===== src/rtl/basic_fifo.sv =====
// basic_fifo: single-clock show-ahead FIFO with occupancy flags
// Head entry is always visible on rd_data; clear flushes in one cycle.
module basic_fifo #(
   parameter int ADDR_WIDTH             = 4,
   parameter int DATA_WIDTH             = 32,
   parameter int ALMOST_FULL_THRESHOLD  = (1 << ADDR_WIDTH) - 4,
   parameter int ALMOST_EMPTY_THRESHOLD = 1
) (
   input  logic                  clk,
   input  logic                  rst,
   input  logic                  clear,
   input  logic                  push,
   input  logic                  pop,
   input  logic [DATA_WIDTH-1:0] wr_data,
   output logic [DATA_WIDTH-1:0] rd_data,
   output logic                  empty,
   output logic                  full,
   output logic                  almost_empty,
   output logic                  almost_full
);
   localparam logic [ADDR_WIDTH:0] L_DEPTH = (ADDR_WIDTH + 1)'(1 << ADDR_WIDTH);
   localparam logic [ADDR_WIDTH:0] L_AF    = (ADDR_WIDTH + 1)'(ALMOST_FULL_THRESHOLD);
   localparam logic [ADDR_WIDTH:0] L_AE    = (ADDR_WIDTH + 1)'(ALMOST_EMPTY_THRESHOLD);

   logic [DATA_WIDTH-1:0] r_mem [1 << ADDR_WIDTH];
   logic [ADDR_WIDTH-1:0] r_wptr, r_rptr;
   logic [ADDR_WIDTH:0]   r_count;
   logic                  w_push, w_pop;

   // a pop frees the head slot, so a push into a full FIFO may proceed alongside it
   assign w_pop  = pop && !empty;
   assign w_push = push && (!full || w_pop);

   always_ff @(posedge clk) begin
      if (rst || clear) begin
         r_wptr  <= '0;
         r_rptr  <= '0;
         r_count <= '0;
      end else begin
         if (w_push) r_wptr <= r_wptr + ADDR_WIDTH'(1);
         if (w_pop)  r_rptr <= r_rptr + ADDR_WIDTH'(1);
         r_count <= r_count + {{ADDR_WIDTH{1'b0}}, w_push & ~w_pop}
                            - {{ADDR_WIDTH{1'b0}}, w_pop & ~w_push};
      end
   end

   always_ff @(posedge clk) begin
      if (w_push && !rst && !clear) r_mem[r_wptr] <= wr_data;
   end

   assign rd_data      = r_mem[r_rptr];
   assign empty        = r_count == '0;
   assign full         = r_count == L_DEPTH;
   assign almost_empty = r_count <= L_AE;
   assign almost_full  = r_count >= L_AF;
endmodule


===== config.mk =====
export PLATFORM = sky130hd
export DESIGN_NAME = basic_fifo
export DESIGN_NICKNAME = d
export VERILOG_FILES = /design/src/rtl/basic_fifo.sv
export SDC_FILE = /design/constraint.sdc
export NUM_CORES = 1
export LEC_CHECK = 0
export BUFFER_PORTS_ARGS = -buffer_cell sky130_fd_sc_hd__buf_2
export CORE_ASPECT_RATIO = 1.1
export CORE_MARGIN = 4
export CORE_UTILIZATION = 30
export DETAILED_ROUTE_END_ITERATION = 10
export SYNTH_ARGS = -nofsm -noshare
export SYNTH_HDL_FRONTEND = slang
export SYNTH_SLANG_ARGS = --single-unit
export TNS_END_PERCENT = 10

===== constraint.sdc =====
create_clock -name clk -period 5.8 [get_ports clk]
set_input_delay 0.87 -clock clk [delete_from_list [all_inputs] [get_ports clk]]
set_output_delay 0.87 -clock clk [all_outputs]
set_load 0.01 [all_outputs]

==> results.md, run 1 <==
* CTS max path bufs at 3
* P_leak at 7.09 nW
* Crit share post-route at 70.0%
* YS warnings at 0
* Post-synthesis sequential area ratio at 78.2%
* ANT nets after route at 0
* Placed insts at 1791
* PortBufs at 72
* Worst slew margin at 18.6%
* Post-route setup TNS at 0 ns
* Delay-heaviest family, CP: buffers and inverters
* Most frequent cells in the layout: edfxtp_1 (512), mux4_2 (128), buf_2 (72), a22oi_1 (64), clkbuf_16 (55)
* Clk root buf: clkbuf_16
* Outcome: finished, final reports clean
* WP data arrival at 3.19 ns
* Hold-fix buffers, CTS at 0
* Drt pass-1 iters at 7
* CTS tree: yes
* RePlAce Congestion at 0.673
* Final Max Tran Viols at 0
* Maximum clock rate at 246 MHz
* First DRT Iteration DRCs at 687
* Setup WS post-layout at 1.74 ns
* # rows at 99
* Tmin final at 4.06 ns
* Die width at 255 um
* Die area at 0.0712 sq mm
* Final Util at 34.8%
* Clk sink count at 529
* Avg Inst Size Synth at 22.4 sq um
* # DRC at 0
* GRT Residual Overflow at 0
* Largest net degree at the start of global routing at 59
* Initial core utilization at 30.3%
* First-pass GRT wire length at 65800 um
* Routed Wire Length at 43700 um
* Syn_nets at 951
* PwrDens at 350 mW/mm^2
* Hold Vio Cnt, Final at 0
* Layout cells sized above 1 at 29.3%
* Post-CTS Setup Bufs at 0
* Actual slew at the worst max-slew pin at 1.22 ns
* Placement Setup Slack at 2.25 ns
* Post-DP HPWL at 23500 um
* Hold Path Class: flip-flop to flip-flop
* Io pins at 73
* Post_cts resized at 0
* Worst path max stage delay at 0.74 ns
* Vias/cell at 4.91
* WP data required at 4.93 ns
* Worst Path Max Fanout at 31
* Final setup fails at 0
* CP max stage cell: dfxtp_4
* Core ar. at 0.0664 sq mm
* Number of global-route vias before repair at 10100
* Total CTS buffers at 54
* RSZ-0062 raised after global routing: false
* Initial antenna violation count at 5
* GRT Total Usage at 12.3%
* Startpoint type of the worst setup path: flip-flop
* Layout Cells excl Fill at 1892
* Syn Std Cell Area at 0.0201 sq mm
* Die height at 279 um
* Clock-pin transition on the worst setup and hold timing paths at 0.06 ns
* Clock Latency Late Sink at 0.59 ns
* Vias at 9282
* Register bit total from synthesis at 529
* Commonest non-fill, non-tap cell in the layout: edfxtp_1
* Htree depth at 2
* Worst IR Drop VDD at 0.187 mV
* Clk_skew at 0.0156 ns
* Netlist cell types at 32
* Routed len/inst at 23.1 um
* MaxCap Viol Count at 0
* Final #Nets at 1041
* CP Buf/Inv Count at 2
* Crit end category: output port
* Crit path kind: flip-flop to output port
* Area growth syn-to-layout at 15.1%
* Post-Syn Instances at 899
* Critical path, cell by cell: buf_4 -> mux4_2 -> a22oi_1 -> nand2_1 -> buf_2
==> cell usage after synthesis <==
master	instances	area, sq um
o21bai_1	2	15.0
buf_1	11	41.3
and2_1	17	106
fa_1	1	20.0
a221o_1	1	10.0
a21oi_1	4	20.0
mux2i_1	2	20.0
clkbuf_1	18	67.6
nor2_1	15	56.3
dfxtp_1	17	340
o21ai_0	1	5.00
xnor2_1	5	43.8
nand2_1	35	131
nand4bb_1	1	11.3
and3_1	1	6.26
inv_1	14	52.6
nor4_1	4	25.0
nor2b_1	2	12.5
or2_2	2	12.5
buf_4	9	67.6
o21ai_2	1	8.76
o211ai_1	1	7.51
edfxtp_1	512	15400
nand3_1	4	20.0
buf_2	7	35.0
mux4_2	128	2880
xor2_1	3	26.3
ha_1	14	175
a41o_1	1	10.0
a22oi_1	64	480
or3_1	1	6.26
or4b_1	1	10.0
==> through the flow <==
stage | hold slack [ns] | instance area (sq um) | total power, mW
after CTS | 0.527 | 23100 | 8.18
after global routing | 0.558 | 23100 | 8.39
after global placement | 0.498 | 21400 | 4.84
after floorplan | 0.463 | 20100 | 4.67
after detailed placement | 0.516 | 21400 | 4.85
final | 0.505 | 23100 | 8.10
==> report_power, final <==
part / switching (mW) / total, mW / internal (mW) / leakage [nW]
sequential: 0.0301 / 4.24 / 4.21 / 4.75
clock: 1.39 / 3.35 / 1.95 / 0.825
combinational: 0.269 / 0.509 / 0.240 / 1.52
==> metal layers <==
| layer | track usage [%] | up-vias | share of wire (%) |
|---|---|---|---|
| met2 | 21.1 | 263 | 51 |
| li1 | - | 3964 | - |
| met3 | 2.55 | 58 | 5.8 |
| met5 | 0 | - | 0.11 |
| met1 | 16.2 | 4989 | 41 |
| met4 | 2.95 | 8 | 1.7 |
==> kinds of logic (layout without fill, tap and decap cells) <==
| group | count (synthesis) | in the layout | synth area share, % |
|---|---|---|---|
| DFF | 529 | 529 | 78.2 |
| other | 0 | 2 | 0 |
| buffers and inverters | 59 | 192 | 1.31 |
| AOI/OAI and AO/OA | 75 | 75 | 2.77 |
| xor gates and xnor gates | 8 | 8 | 0.349 |
| and+or+nand+nor | 83 | 83 | 1.98 |
| adders and majority gates | 15 | 15 | 0.971 |
| muxes | 130 | 130 | 14.4 |
==> cell type report <==
type	count	area [sq um]
fill	6128	43300
clock buffer	69	1430
inverter	14	52.6
multi-input combinational	311	4170
antenna	2	5.00
timing repair buffer	79	413
sequential	529	15700
clock inverter	30	267
tap	858	1070
==> state kept, by name, indices dropped and copies added (netlist names), named ones only <==
register	cells
r_rptr	4
r_mem	512
r_count	5
r_wptr	4
==> final timing paths <==
check | startpoint | end | slack [ns] | cells after the start
worst min register to register | r_rptr[1] | flip-flop | 0.51 | 2
worst max-delay path | flip-flop | rd_data[2] | 1.74 | 5
worst min-delay path | r_rptr[1] | flip-flop | 0.51 | 2
worst max register to register | r_count[2] | r_mem[12][14] | 2.78 | 6
==> worst min-delay path, delay by kind of cell (launching register included) <==
| kind | cells | cell delay (ns) |
|---|---|---|
| AO/OA/AOI/OAI | 1 | 0.08 |
| flip-flops | 1 | 0.32 |
| AND/OR/NAND/NOR | 1 | 0.06 |
Power figures use the tool's default switching activity.
==> run 2: changes to the inputs <==
clock period = 3.8 ns   (was 5.8 ns; I/O delays follow)
==> run 2 against run 1 <==
Total power rose by 50%. Register-to-register slack got worse by 1.7 ns. First-iteration DRC count rose by 14%. Global-route usage rose by 0.068 points. Core utilization rose by 0.36 points. Clock power rose by 45%. Largest power group unchanged. Die area did not move. Cell area rose by 1.0%. Final cell count rose by 1.3%. Worst setup slack got worse by 1.1 ns.
==> results.md, run 2 (synthesis gave the netlist of run 1 again) <==
* First DRT Iteration DRCs at 782
* PwrDens at 519 mW/mm^2
* Drt pass-1 iters at 7
* Initial core utilization at 30.3%
* Commonest non-fill, non-tap cell in the layout: edfxtp_1
* # rows at 99
* GRT Total Usage at 12.4%
* Tmin final at 3.21 ns
* Outcome: finished, final reports clean
* First-pass GRT wire length at 65700 um
* Area growth syn-to-layout at 16.2%
* Startpoint type of the worst setup path: flip-flop
* Crit end category: output port
* P_leak at 7.22 nW
* Int Power at 9.62 mW
* Final #Nets at 1066
* Die width at 255 um
* Hold Vio Cnt, Final at 0
* Post-CTS Setup Bufs at 0
* Net load switching power at 2.51 mW
* Worst slew margin at 53.6%
* WP data required at 3.23 ns
* R2R depth at 12
* Clk root buf: clkbuf_16
* ANT nets after route at 0
* Worst Path Max Fanout at 32
* RSZ-0062 raised after global routing: false
* Setup crit end: rd_data[17]
* Clock-pin transition on the worst setup and hold timing paths at 0.06 ns
* Max reg flops at 512
* Clk sink count at 529
* # DRC at 0
* MaxCap Viol Count at 0
* Final setup fails at 0
* Reg2Reg Launch Point: r_count[2]
* Clk_skew at 0.0186 ns
* CTS max path bufs at 3
* Largest regs: r_mem x512, r_count x5
* Routed len/inst at 23.1 um
* WP data arrival at 2.64 ns
* Post_cts resized at 0
* Clock share of power at 40.2%
* Layout Cells excl Fill at 1916
* Core ar. at 0.0664 sq mm
* PortBufs at 72
* CTS tree: yes
* Switching fraction of total power at 20.7%
* Actual slew at the worst max-slew pin at 0.694 ns
* Die height at 279 um
* Most flops, register: r_mem
* Post-route setup TNS at 0 ns
* Crit share post-route at 84.4%
* Seq pwr share at 53.2%
* Placed insts at 1820
* Initial antenna violation count at 7
* Die area at 0.0712 sq mm
* Layout cells sized above 1 at 31.0%
* Io pins at 73
* Routed Wire Length at 44300 um
* Number of global-route vias before repair at 9945
* Vias at 9314
* Total CTS buffers at 50
* Hold Path Class: primary input to flip-flop
* Vias/cell at 4.86
* Htree depth at 2
* Final Max Tran Viols at 0
* Largest net degree at the start of global routing at 53
* Most frequent cells in the layout: edfxtp_1 (512), mux4_2 (128), buf_2 (72), a22oi_1 (64), clkbuf_16 (53)
* GRT Residual Overflow at 0
* Crit path kind: flip-flop to output port
* Maximum clock rate at 312 MHz
* Post-DP HPWL at 24100 um
* Critical R2R Capture: r_count[4]
* Hold-fix buffers, CTS at 0
* Worst IR Drop VDD at 0.292 mV
* Reg2reg setup slack at 1.03 ns
* Clock Latency Late Sink at 0.57 ns
* Logic pwr share at 6.6%
* Fillers at 6106
* RePlAce Congestion at 0.720
* Overall power at 12.1 mW
run 2: layout make-up:
type	count	area (sq um)	area share, %
diodes	4	10.0	0.0428
clock buffers	67	1380	5.90
clock inverters	25	219	0.937
inverters	14	52.6	0.225
multi-input cells	311	4170	17.8
flip-flops and latches	529	15700	67.3
well taps	858	1070	4.59
repair buffers	108	743	3.18
run 2: routing by layer:
layer	global-route usage, %	part of all wire, %	routed length [um]
met4	3.26	2.3	1030
met1	17.2	44	19300
met2	20.2	49	21700
met5	0	0.13	56
met3	2.28	5.2	2300
run 2: worst min path at each step:
stage	slack (ns)	cells past startpoint	from	to
floorplan	0.46	2	r_rptr[1]	flip-flop
global placement	0.49	2	r_rptr[1]	flip-flop
detailed placement	0.50	2	r_rptr[1]	flip-flop
CTS	0.33	3	pop	flip-flop
global route	0.36	1	wr_data[16]	r_mem[10][16]
finish	0.36	3	pop	flip-flop
run 2: power groups by stage:
stage,registers [mW],clock network [mW],logic (mW)
after detailed placement,6.58,0,0.817
after CTS,6.46,4.97,0.820
after global routing,6.46,5.24,0.883
after floorplan,6.56,0,0.559
final,6.46,4.87,0.796
after global placement,6.58,0,0.809
run 2: worst max-delay path: stages (launching register included):
cell and delay, ns:
dfxtp_4 0.60, buf_12 0.33, mux4_2 0.56, a22oi_1 0.22
nand2_1 0.17, buf_2 0.18
run 2: through the flow:
step / area [sq um] / worst slack (ns) / utilization, % / hold WS [ns]
after detailed placement: 21800 / 1.04 / 32.8 / 0.498
after floorplan: 20100 / 1.23 / - / 0.463
after global routing: 23400 / 0.380 / 35.2 / 0.361
after global placement: 21800 / 1.06 / 32.8 / 0.492
after CTS: 23400 / 0.478 / 35.2 / 0.331
final: 23400 / 0.591 / 35.2 / 0.359
==> run 3: changes to the inputs <==
clock period = 2.65 ns   (was 3.8 ns; I/O delays follow)
==> run 3 against run 2 <==
The run now ends with negative setup slack left. First-iteration DRC count up 1.3%. Global-route usage about the same. Register-to-register slack worse by 1.0 ns. Wire length up 0.30%. Clock power up 39%. Sequential power up 43%. Total power up 44%. Critical path type unchanged. Highest routed layer unchanged.
==> results.md, run 3 (synthesis gave the netlist of run 1 again) <==
* Final setup fails at 29
* Clock-pin transition on the worst setup and hold timing paths at 0.06 ns
* Placement Setup Slack at 0.0191 ns
* Largest net degree at the start of global routing at 40
* Clock Latency Late Sink at 0.58 ns
* Die height at 279 um
* Worst slew margin at 58.8%
* Actual slew at the worst max-slew pin at 0.613 ns
* Drt pass-1 iters at 5
* Final Max Tran Viols at 0
* Final #Nets at 1091
* CTS tree: yes
* MaxCap Viol Count at 0
* GRT Residual Overflow at 0
* Startpoint type of the worst setup path: flip-flop
* Routed len/inst at 23.0 um
* Crit path kind: flip-flop to output port
* Layout cells sized above 1 at 37.1%
* RSZ-0062 raised after global routing: true
* Critical path, cell by cell: buf_12 -> buf_12 -> buf_4 -> mux4_2 -> a22oi_2 -> nand2_2 -> buf_2
* Clk_skew at 0.0198 ns
* Max reg flops at 512
* Io pins at 73
* Largest regs: r_mem x512, r_count x5
* Overall power at 17.5 mW
* Area growth syn-to-layout at 20.7%
* Initial core utilization at 30.3%
* Setup WS post-layout at -0.0882 ns
* Hold Vio Cnt, Final at 0
* Post-DP HPWL at 22300 um
* Htree depth at 2
* Vias at 9484
* PwrDens at 722 mW/mm^2
* P_leak at 7.49 nW
* First DRT Iteration DRCs at 792
* Vias/cell at 4.90
* Initial antenna violation count at 6
* Number of global-route vias before repair at 10100
* Worst Path Max Fanout at 5
* Hold Path Class: primary input to flip-flop
* RePlAce Congestion at 0.697
* Worst IR Drop VDD at 0.453 mV
* Design area at 0.0243 sq mm
* Worst path max stage delay at 0.51 ns
* Die area at 0.0712 sq mm
* Maximum clock rate at 365 MHz
* Outcome: complete, but fails checks
* GRT Total Usage at 12.4%
* WP data required at 2.25 ns
* Commonest non-fill, non-tap cell in the layout: edfxtp_1
* Most flops, register: r_mem
* Post-route setup TNS at -1.33 ns
* # DRC at 0
* Routed Wire Length at 44500 um
* WP data arrival at 2.34 ns
* Crit share post-route at 103%
* ANT nets after route at 0
* Final Util at 36.6%
* Core ar. at 0.0664 sq mm
* Total CTS buffers at 50
* Clk sink count at 529
* # rows at 99
* Crit end category: output port
* Tmin final at 2.74 ns
* Most frequent cells in the layout: edfxtp_1 (512), mux4_2 (128), buf_2 (67), clkbuf_16 (53), a22oi_2 (37)
* Failing checks: negative setup slack
* DP Area at 0.0220 sq mm
* Die width at 255 um
* PortBufs at 72
* First-pass GRT wire length at 66100 um
* CP max stage cell: mux4_2
* CTS max path bufs at 3
* Clk root buf: clkbuf_16
* Cell mode on critical path: buf_12
==> run 3: area by class of cell <==
cell class,count,area (sq um)
fillers,6016,42100
flip-flops and latches,529,15700
multi-input cells,311,4380
repair buffers,133,1510
clock buffers,57,1300
well taps,858,1070
clock inverters,30,229
inverters,14,52.6
diodes,2,5.00
==> run 3: critical path: cells and delay by family, from the launching register on <==
kind | cells | cell delay [ns]
simple gates | 1 | 0.10
flops | 1 | 0.40
buf+inv | 4 | 0.59
compound gates | 1 | 0.18
mux | 1 | 0.51
==> run 3: worst paths after layout <==
kind | from | endpoint | slack, ns | depth (start not counted)
worst max-delay path | flip-flop | rd_data[8] | -0.09 | 7
worst min-delay path | pop | flip-flop | 0.20 | 3
worst max register to register | r_count[3] | r_count[4] | 0.01 | 12
worst min register to register | r_rptr[1] | flip-flop | 0.49 | 2
==> run 3: metrics by stage <==
step                      hold WS [ns]  cells
after floorplan                  0.463    899
after global placement           0.494   1820
after detailed placement         0.489   1820
after CTS                        0.165   1925
after global routing             0.183   1932
final                            0.196   1934
==> run 3: power breakdown <==
group	internal [mW]	leakage, nW	switching (mW)
Clock	3.79	0.748	2.97
Combinational	0.801	2.00	0.713
Sequential	9.21	4.75	0.0313
Total	13.8	7.49	3.71
==> run 3: repair_timing <==
item,4_1_cts,5_1_grt
endpoints found under the hold margin,0,0
setup endpoints to repair,32,33
gates cloned,8,2
buffers inserted,10,6
pin swaps,22,24
resized for setup,35,39
hold buffers,0,0
==> run 3: routing by layer <==
metal | track usage [%] | up-vias | wire length, um
met5 | 0 | - | 55
li1 | - | 4057 | -
met4 | 3.26 | 8 | 809
met1 | 16.8 | 5111 | 19000
met2 | 20.6 | 245 | 22200
met3 | 2.48 | 63 | 2370
